## src/rtl/esn_y_history.sv

```systemverilog
// esn_y_history: multi-channel ESN output register with a per-channel
// circular history of the last DEPTH samples. All channels share one
// write pointer, one fill counter and one read delay.
module esn_y_history #(
  parameter int                    BIT_LENGTH  = 32,
  parameter int                    NUM_CH      = 1,
  parameter int                    DEPTH       = 8,
  parameter int                    ADDR_LENGTH = $clog2(DEPTH),
  parameter logic [BIT_LENGTH-1:0] INIT_VALUE  = 32'hbebc24da
) (
  input  logic                         clk,
  input  logic                         rst,
  input  logic [NUM_CH*BIT_LENGTH-1:0] y_i,
  input  logic                         EN_wr_n,
  input  logic                         clr,
  input  logic                         EN_rd_n,
  input  logic [ADDR_LENGTH-1:0]       rd_delay,
  output logic [NUM_CH*BIT_LENGTH-1:0] y_last_o,
  output logic [NUM_CH*BIT_LENGTH-1:0] y_hist_o,
  output logic                         rd_valid,
  output logic                         rd_oor,
  output logic [ADDR_LENGTH:0]         fill_cnt,
  output logic                         full
);

  localparam int                     W        = NUM_CH * BIT_LENGTH;
  localparam logic [W-1:0]           INIT_ALL = {NUM_CH{INIT_VALUE}};
  localparam logic [ADDR_LENGTH:0]   DEPTH_C  = (ADDR_LENGTH+1)'(DEPTH);
  localparam logic [ADDR_LENGTH:0]   ONE_C    = (ADDR_LENGTH+1)'(1);
  localparam logic [ADDR_LENGTH-1:0] LAST_PTR = ADDR_LENGTH'(DEPTH - 1);

  logic [W-1:0]           mem_q [DEPTH];
  logic [ADDR_LENGTH-1:0] wr_ptr_q, wr_ptr_d;
  logic [ADDR_LENGTH:0]   fill_q, fill_d;
  logic                   full_q, full_d;
  logic [W-1:0]           last_q, last_d;
  logic [W-1:0]           hist_q, hist_d;
  logic                   valid_q, valid_d;
  logic                   oor_q, oor_d;

  logic                   wr_en_s, rd_en_s, oor_s;
  logic [ADDR_LENGTH:0]   dly_s, rd_sum_s, rd_idx_s;

  assign wr_en_s = ~EN_wr_n;
  assign rd_en_s = ~EN_rd_n;

  // Read address: (wr_ptr - 1 - k) mod DEPTH without relying on a power-of-two wrap.
  always_comb begin
    oor_s = ({1'b0, rd_delay} >= DEPTH_C);
    if (oor_s) begin
      dly_s = '0;
    end else begin
      dly_s = {1'b0, rd_delay};
    end
    // Biasing by DEPTH keeps the sum non-negative; one conditional subtract folds it back.
    rd_sum_s = {1'b0, wr_ptr_q} + DEPTH_C - ONE_C - dly_s;
    if (rd_sum_s >= DEPTH_C) begin
      rd_idx_s = rd_sum_s - DEPTH_C;
    end else begin
      rd_idx_s = rd_sum_s;
    end
  end

  // Next-state for pointer, fill level, newest sample and read port.
  always_comb begin
    wr_ptr_d = wr_ptr_q;
    fill_d   = fill_q;
    full_d   = full_q;
    last_d   = last_q;
    hist_d   = hist_q;
    valid_d  = 1'b0;
    oor_d    = oor_q;

    // clr wins over a same-cycle write.
    if (clr) begin
      wr_ptr_d = '0;
      fill_d   = '0;
      full_d   = 1'b0;
      last_d   = INIT_ALL;
    end else if (wr_en_s) begin
      if (wr_ptr_q == LAST_PTR) begin
        wr_ptr_d = '0;
      end else begin
        wr_ptr_d = wr_ptr_q + 1'b1;
      end
      if (fill_q >= DEPTH_C) begin
        fill_d = DEPTH_C;
      end else begin
        fill_d = fill_q + ONE_C;
      end
      full_d = (fill_q >= (DEPTH_C - ONE_C));
      last_d = y_i;
    end else begin
      wr_ptr_d = wr_ptr_q;
    end

    // Reads see pre-write / pre-clear contents: mem_q is the registered array.
    if (rd_en_s) begin
      valid_d = 1'b1;
      oor_d   = oor_s;
      if (oor_s) begin
        hist_d = INIT_ALL;
      end else begin
        hist_d = mem_q[rd_idx_s[ADDR_LENGTH-1:0]];
      end
    end else begin
      valid_d = 1'b0;
    end
  end

  // Control and output registers.
  always_ff @(posedge clk or posedge rst) begin
    if (rst) begin
      wr_ptr_q <= '0;
      fill_q   <= '0;
      full_q   <= 1'b0;
      last_q   <= INIT_ALL;
      hist_q   <= INIT_ALL;
      valid_q  <= 1'b0;
      oor_q    <= 1'b0;
    end else begin
      wr_ptr_q <= wr_ptr_d;
      fill_q   <= fill_d;
      full_q   <= full_d;
      last_q   <= last_d;
      hist_q   <= hist_d;
      valid_q  <= valid_d;
      oor_q    <= oor_d;
    end
  end

  // History storage: seeded with INIT_VALUE, one entry written per accepted write.
  always_ff @(posedge clk or posedge rst) begin
    if (rst) begin
      for (int i = 0; i < DEPTH; i++) mem_q[i] <= INIT_ALL;
    end else if (clr) begin
      for (int i = 0; i < DEPTH; i++) mem_q[i] <= INIT_ALL;
    end else if (wr_en_s) begin
      mem_q[wr_ptr_q] <= y_i;
    end
  end

  assign y_last_o = last_q;
  assign y_hist_o = hist_q;
  assign rd_valid = valid_q;
  assign rd_oor   = oor_q;
  assign fill_cnt = fill_q;
  assign full     = full_q;

endmodule

```

## config.mk

```make
export PLATFORM = sky130hd
export DESIGN_NAME = esn_y_history
export DESIGN_NICKNAME = d
export VERILOG_FILES = /design/src/rtl/esn_y_history.sv
export SDC_FILE = /design/constraint.sdc
export NUM_CORES = 1
export LEC_CHECK = 0
export BUFFER_PORTS_ARGS = -buffer_cell sky130_fd_sc_hd__buf_2
export CAP_MARGIN = 25
export CELL_PAD_IN_SITES_DETAIL_PLACEMENT = 0
export CELL_PAD_IN_SITES_GLOBAL_PLACEMENT = 1
export CORE_UTILIZATION = 30
export CTS_CLUSTER_DIAMETER = 80
export DETAILED_ROUTE_END_ITERATION = 16
export HOLD_SLACK_MARGIN = 0.15
export PLACE_DENSITY_LB_ADDON = 0.1
export SLEW_MARGIN = 30
export SYNTH_ARGS = -nofsm -noshare
export SYNTH_HDL_FRONTEND = slang
export SYNTH_SLANG_ARGS = --single-unit
```

## constraint.sdc

```tcl
create_clock -name clk -period 13.1 [get_ports clk]
set_input_delay 2.62 -clock clk [delete_from_list [all_inputs] [get_ports clk]]
set_output_delay 2.62 -clock clk [all_outputs]
set_load 0.005 [all_outputs]
```

==> results of run 1 <==
sequential cells by signal (all words and copies together) (netlist names):
register	count
mem_q	256
y_hist_o	32
y_last_o	32
fill_cnt	4
wr_ptr_q	3
full	1
rd_valid	1
worst max-delay path, delay by kind of cell:
kind / cells / cell delay, ns
buffers and inverters: 3 / 0.77
adders and majority gates: 2 / 1.29
AOI/OAI and AO/OA: 1 / 0.09
muxes: 2 / 0.71
per-layer routing:
layer | up-vias | wire, microns | track usage
met4 | 0 | 975 | 0.05568
met5 | - | 0 | 0
met3 | 62 | 1784 | 0.03161
met2 | 187 | 18640 | 0.2600
li1 | 3820 | - | -
met1 | 4661 | 19670 | 0.2409
synthesized netlist by cell type (2+ instances only):
library cell / n
clkbuf_1: 45
buf_6: 3
a22o_1: 112
buf_4: 9
o21ai_1: 10
mux2_2: 139
a211o_1: 18
nand2_1: 35
inv_1: 8
dfrtp_1: 149
and2_1: 17
nor3_1: 2
dfstp_2: 180
mux2i_1: 47
ha_1: 4
or2_2: 18
a21oi_2: 5
mux4_2: 64
o21ai_0: 22
nor2_1: 24
buf_1: 7
buf_2: 47
mux2_1: 5
nor2b_1: 23
a21oi_1: 3
power by group through the flow:
stage	Combinational, mW	Sequential [mW]	Clock [mW]
after floorplan	0.250	1.18	0
after global placement	0.359	1.19	0
after detailed placement	0.364	1.19	0
after CTS	0.363	1.17	1.14
after global routing	0.385	1.18	1.18
final	0.353	1.17	1.11
cells by family (layout without fill, tap and decap cells):
group,count (synthesis),after routing,synth area share
AOI/OAI and AO/OA,176,176,0.09576
xor gates and xnor gates,3,3,0.002806
adders and majority gates,5,5,0.004763
buffers and inverters,119,208,0.03818
DFF,329,329,0.5749
muxes,255,255,0.2402
other,1,1,0.0002549
and+or+nand+nor,124,124,0.04320
through the flow:
stage / worst slack [ns] / utilization / hold slack [ns] / instances / power [mW]
after global routing: 7.865 / 0.3556 / 0.4997 / 1716 / 2.748
after CTS: 7.976 / 0.3555 / 0.4781 / 1716 / 2.681
after detailed placement: 7.367 / 0.3282 / 0.4675 / 1645 / 1.554
after global placement: 7.411 / 0.3280 / 0.4656 / 1645 / 1.550
final: 7.989 / 0.3556 / 0.4724 / 1716 / 2.634
after floorplan: 1.666 / - / 0.4606 / 1012 / 1.425
worst paths after layout:
check                            startpoint      endpoint  slack (ns)  cells after the start
worst min register to register  y_hist_o[1]   y_hist_o[1]        0.47                      2
max in group asynchronous               rst     mem_q[47]        9.70                      3
min in group asynchronous               rst      rd_valid        2.17                      2
worst max register to register  wr_ptr_q[0]  y_hist_o[24]        9.50                      6
worst max-delay path            rd_delay[0]  y_hist_o[24]        7.99                      8
worst min-delay path            y_hist_o[1]   y_hist_o[1]        0.47                      2
final cells by class:
type | count | area (sq um)
inverter | 8 | 37.54
sequential | 329 | 8458
multi-input combinational | 564 | 5806
tap | 615 | 769.5
clock buffer | 65 | 1246
clock inverter | 6 | 62.56
fill | 4612 | 30960
timing repair buffer | 129 | 706.9
==> impl_metrics.ini, run 1 <==
[outcome]
status = finished clean

[logic_synthesis]
synth_top_area_share = 0.3215
syn_nets = 1057
synth_edf_count = 0
ys_warn_count = 0
dominantRegCellSynth = dfstp_2
syn_area_sq_um = 14710
ys_seq_area_frac = 0.5749
ys_seq_elements = 329
ys_async_sr_fraction = 1.000
synth_cell_type_count = 41
yosys.area.top_type = dfstp_2
yosys-top-cells-area = dfstp_2 32%, dfrtp_1 25%, mux2_2 11%, mux4_2 9.8%, a22o_1 6.7%
postSynthCellCount = 1012
synth_area_per_cell_sq_um = 14.54

[power_and_ir_drop]
netSwitchingPower_mw = 0.6728
p_comb_frac = 0.134
p_seq_frac = 0.446
sw_frac_of_total = 0.2555
p_leak_nw = 7.103
p_int_mw = 1.961
peakVddDrop_mv = 0.06664
p_per_area_nw_per_um2 = 154.1
clockPowerShare = 0.420

[die]
die_x_microns = 223.5
die_h_microns = 223.5
core_area_sq_um = 48050
dieArea_sq_um = 49930
initial_utilization = 0.3062
fp-row-count = 80
top_level_ports = 111

[drt]
wl_per_cell_microns = 23.93
drc = 0
first_pass_iters = 4
routed_wl_mm = 41.07
drt_iter0_drc = 514
vias = 8730
postRouteAntennaNets = 0
avgViaCountPerCell = 5.087

[layout]
area_delta_synth_final_pct = 16.13
layout_common_cells = 180 x dfstp_2, 149 x dfrtp_1, 139 x mux2_2
fin_nets = 1117
diodes = 0
drive_above_1_share = 0.5540
final_common_cell = dfstp_2
fin_area_sq_um = 17090

[setup_path]
cp.arrival_ns = 5.50
crit_type = in2reg
slowest_stage = fa_4
cp-start-kind = input pin
slowest_delay_ns = 1.13
required_ns = 13.49
crit_fanout = 36
crit_path_end_kind = register
crit_chain = buf_2 > inv_1 > ha_4 > fa_4 > buf_4 > mux4_2 > mux2i_1 > o21ai_0

[timing]
finalHoldViolCount = 0
setup_viol = 0
period_share = 0.3902
fmax_ghz = 0.1956
grt_setup_unrepaired = false
tns_ns = 0
fin_worst_skew_ns = 0.01567
drv_slew = 0
slew_headroom = 0.3307
worstMarginPinSlew_ns = 1.004
period_needed_ns = 5.111

[global_routing]
grt_pass1_vias = 9422
grt_start_max_net_pins = 98
grt_overflow_total = 0
grt_antenna_before_repair = 1
grt_pass1_wl_mm = 63.07
grt.total_usage = 0.1695

[clock_tree]
postCtsSetupBuffers = 0
cts_tree = built
numCtsBuffers = 40
insertion_delay_ns = 0.55
clockBufferDepth = 3
cts-resized-gates = 0
cts_sinks = 329
clk_pin_slew_ns = 0.06
root_buffer = clkbuf_16
holdBufCountCts = 0
htree_levels = 2

[run]
cap_viol_max_count = 0

[placement]
placed_cell_area_sq_um = 15770
place.gp.congestion = 0.6960
dpl.hpwl_mm = 23.52
numPortBuffers = 109

[min_path]
hold_path.class = reg2reg
No activity file was read; power rests on OpenSTA's default activity.
==> inputs of run 2 (changes only) <==
- clock period: 13.1 -> 4.3 ns (I/O delays scaled with it)
==> impl_metrics.ini, run 2 (same netlist as run 1, synthesis figures left out) <==
[outcome]
status = finished clean

[placement]
placed_cell_area_sq_um = 15960
numPortBuffers = 109
preCtsSetupSlack_ns = 0.9688
dp.cells = 1651
dpl.hpwl_mm = 24.94
place.gp.congestion = 0.6984

[timing]
drv_slew = 0
fin_worst_skew_ns = 0.01132
tns_ns = 0
period_share = 0.7058
fmax_ghz = 0.3295
hold-worst-slack_ns = 0.4723
finalHoldViolCount = 0
slew_headroom = 0.3066
fin_ws_ns = 1.265
worstMarginPinSlew_ns = 1.035
setup_viol = 0
period_needed_ns = 3.035
grt_setup_unrepaired = false

[power_and_ir_drop]
peakVddDrop_mv = 0.2080
clockPowerShare = 0.425
p_leak_nw = 7.201
p_int_mw = 6.102
p_comb_frac = 0.136
p_per_area_nw_per_um2 = 471.2
total_power_mw = 8.157
p_seq_frac = 0.439
sw_frac_of_total = 0.2520
netSwitchingPower_mw = 2.055

[setup_path]
cp-start-kind = register
crit_path_end_kind = register
crit_type = reg2reg
required_ns = 4.69
cp.arrival_ns = 3.43
crit_fanout = 32

[global_routing]
grt_antenna_before_repair = 2
grt_overflow_total = 0
grt_pass1_vias = 9545
grt_start_max_net_pins = 87
grt_pass1_wl_mm = 63.85
grt.total_usage = 0.1712

[layout]
diodes = 0
final_common_cell = dfstp_2
fin_area_sq_um = 17310
fin_nets = 1122
largest_reg_flops = 256
instances_no_fill = 1722
drive_above_1_share = 0.5565
top_register = mem_q
postLayoutCoreUtil = 0.3603
area_delta_synth_final_pct = 17.65
layout_common_cells = 180 x dfstp_2, 149 x dfrtp_1, 139 x mux2_2

[clock_tree]
numCtsBuffers = 39
cts_sinks = 329
insertion_delay_ns = 0.55
cts_tree = built
holdBufCountCts = 0
clk_pin_slew_ns = 0.06
htree_levels = 2
postCtsSetupBuffers = 0
clockBufferDepth = 3
root_buffer = clkbuf_16
cts-resized-gates = 0

[min_path]
hold_path.class = reg2reg

[drt]
routed_wl_mm = 41.21
avgViaCountPerCell = 5.036
first_pass_iters = 4
wl_met3_mm = 2.083
wl_met1_mm = 20.20
postRouteAntennaNets = 0
drc = 0
wl_met2_mm = 18.14
drt_iter0_drc = 538
vias = 8672
top_layer = met5
wl_per_cell_microns = 23.93

[die]
dieArea_sq_um = 49930
die_x_microns = 223.5
initial_utilization = 0.3062
core_area_sq_um = 48050
fp-row-count = 80
die_h_microns = 223.5
top_level_ports = 111

[run]
cap_viol_max_count = 0
[run 2: cell count changes in the layout (fill, tap and decap cells not counted), sizes merged]
cell      delta
clkbuf       -3
bufinv       +2
buf          +6
inv          -3
clkinv       +3
clkinvlp     +1
[run 2: power by group through the flow]
| stage | combinational (mW) | clock (mW) | sequential (mW) |
|---|---|---|---|
| 6_report | 1.11 | 3.46 | 3.58 |
| 5_1_grt | 1.22 | 3.70 | 3.61 |
| 4_1_cts | 1.15 | 3.58 | 3.58 |
| 3_5_place_dp | 1.15 | 0 | 3.63 |
| 3_3_place_gp | 1.14 | 0 | 3.63 |
| 2_1_floorplan | 0.761 | 0 | 3.58 |
[run 2: final cells by class]
| class | count | area [sq um] |
|---|---|---|
| well taps | 615 | 769.5 |
| multi-input cells | 564 | 5809 |
| repair buffers | 135 | 890.9 |
| inverters | 8 | 33.78 |
| flip-flops and latches | 329 | 8458 |
| clock inverters | 9 | 123.9 |
| clock buffers | 62 | 1225 |
| fillers | 4673 | 30740 |
[run 2: critical path, cell delays in order (launching register included)]
cell     delay [ns]
dfrtp_1        0.62
ha_4           0.28
fa_4           0.92
buf_12         0.28
mux4_2         0.53
mux2i_1        0.13
o21ai_0        0.08
[run 2: per-layer routing]
layer	GRT usage	vias to the layer above
met1	0.2524	4602
li1	-	3835
met5	0	-
met2	0.2532	177
met3	0.03806	54
met4	0.04220	4
[run 2: path summary, 6_finish.rpt]
| path | depth (start not counted) | slack (ns) | endpoint | startpoint |
|---|---|---|---|---|
| setup / recovery | 6 | 1.27 | y_hist_o[24] | wr_ptr_q[0] |
| hold / removal | 2 | 0.47 | y_hist_o[4] | y_hist_o[4] |
| setup reg to reg | 6 | 1.27 | y_hist_o[24] | wr_ptr_q[0] |
| hold reg to reg | 2 | 0.47 | y_hist_o[4] | y_hist_o[4] |
| max in group asynchronous | 3 | 2.86 | mem_q[153] | rst |
| min in group asynchronous | 2 | 0.48 | mem_q[101] | rst |
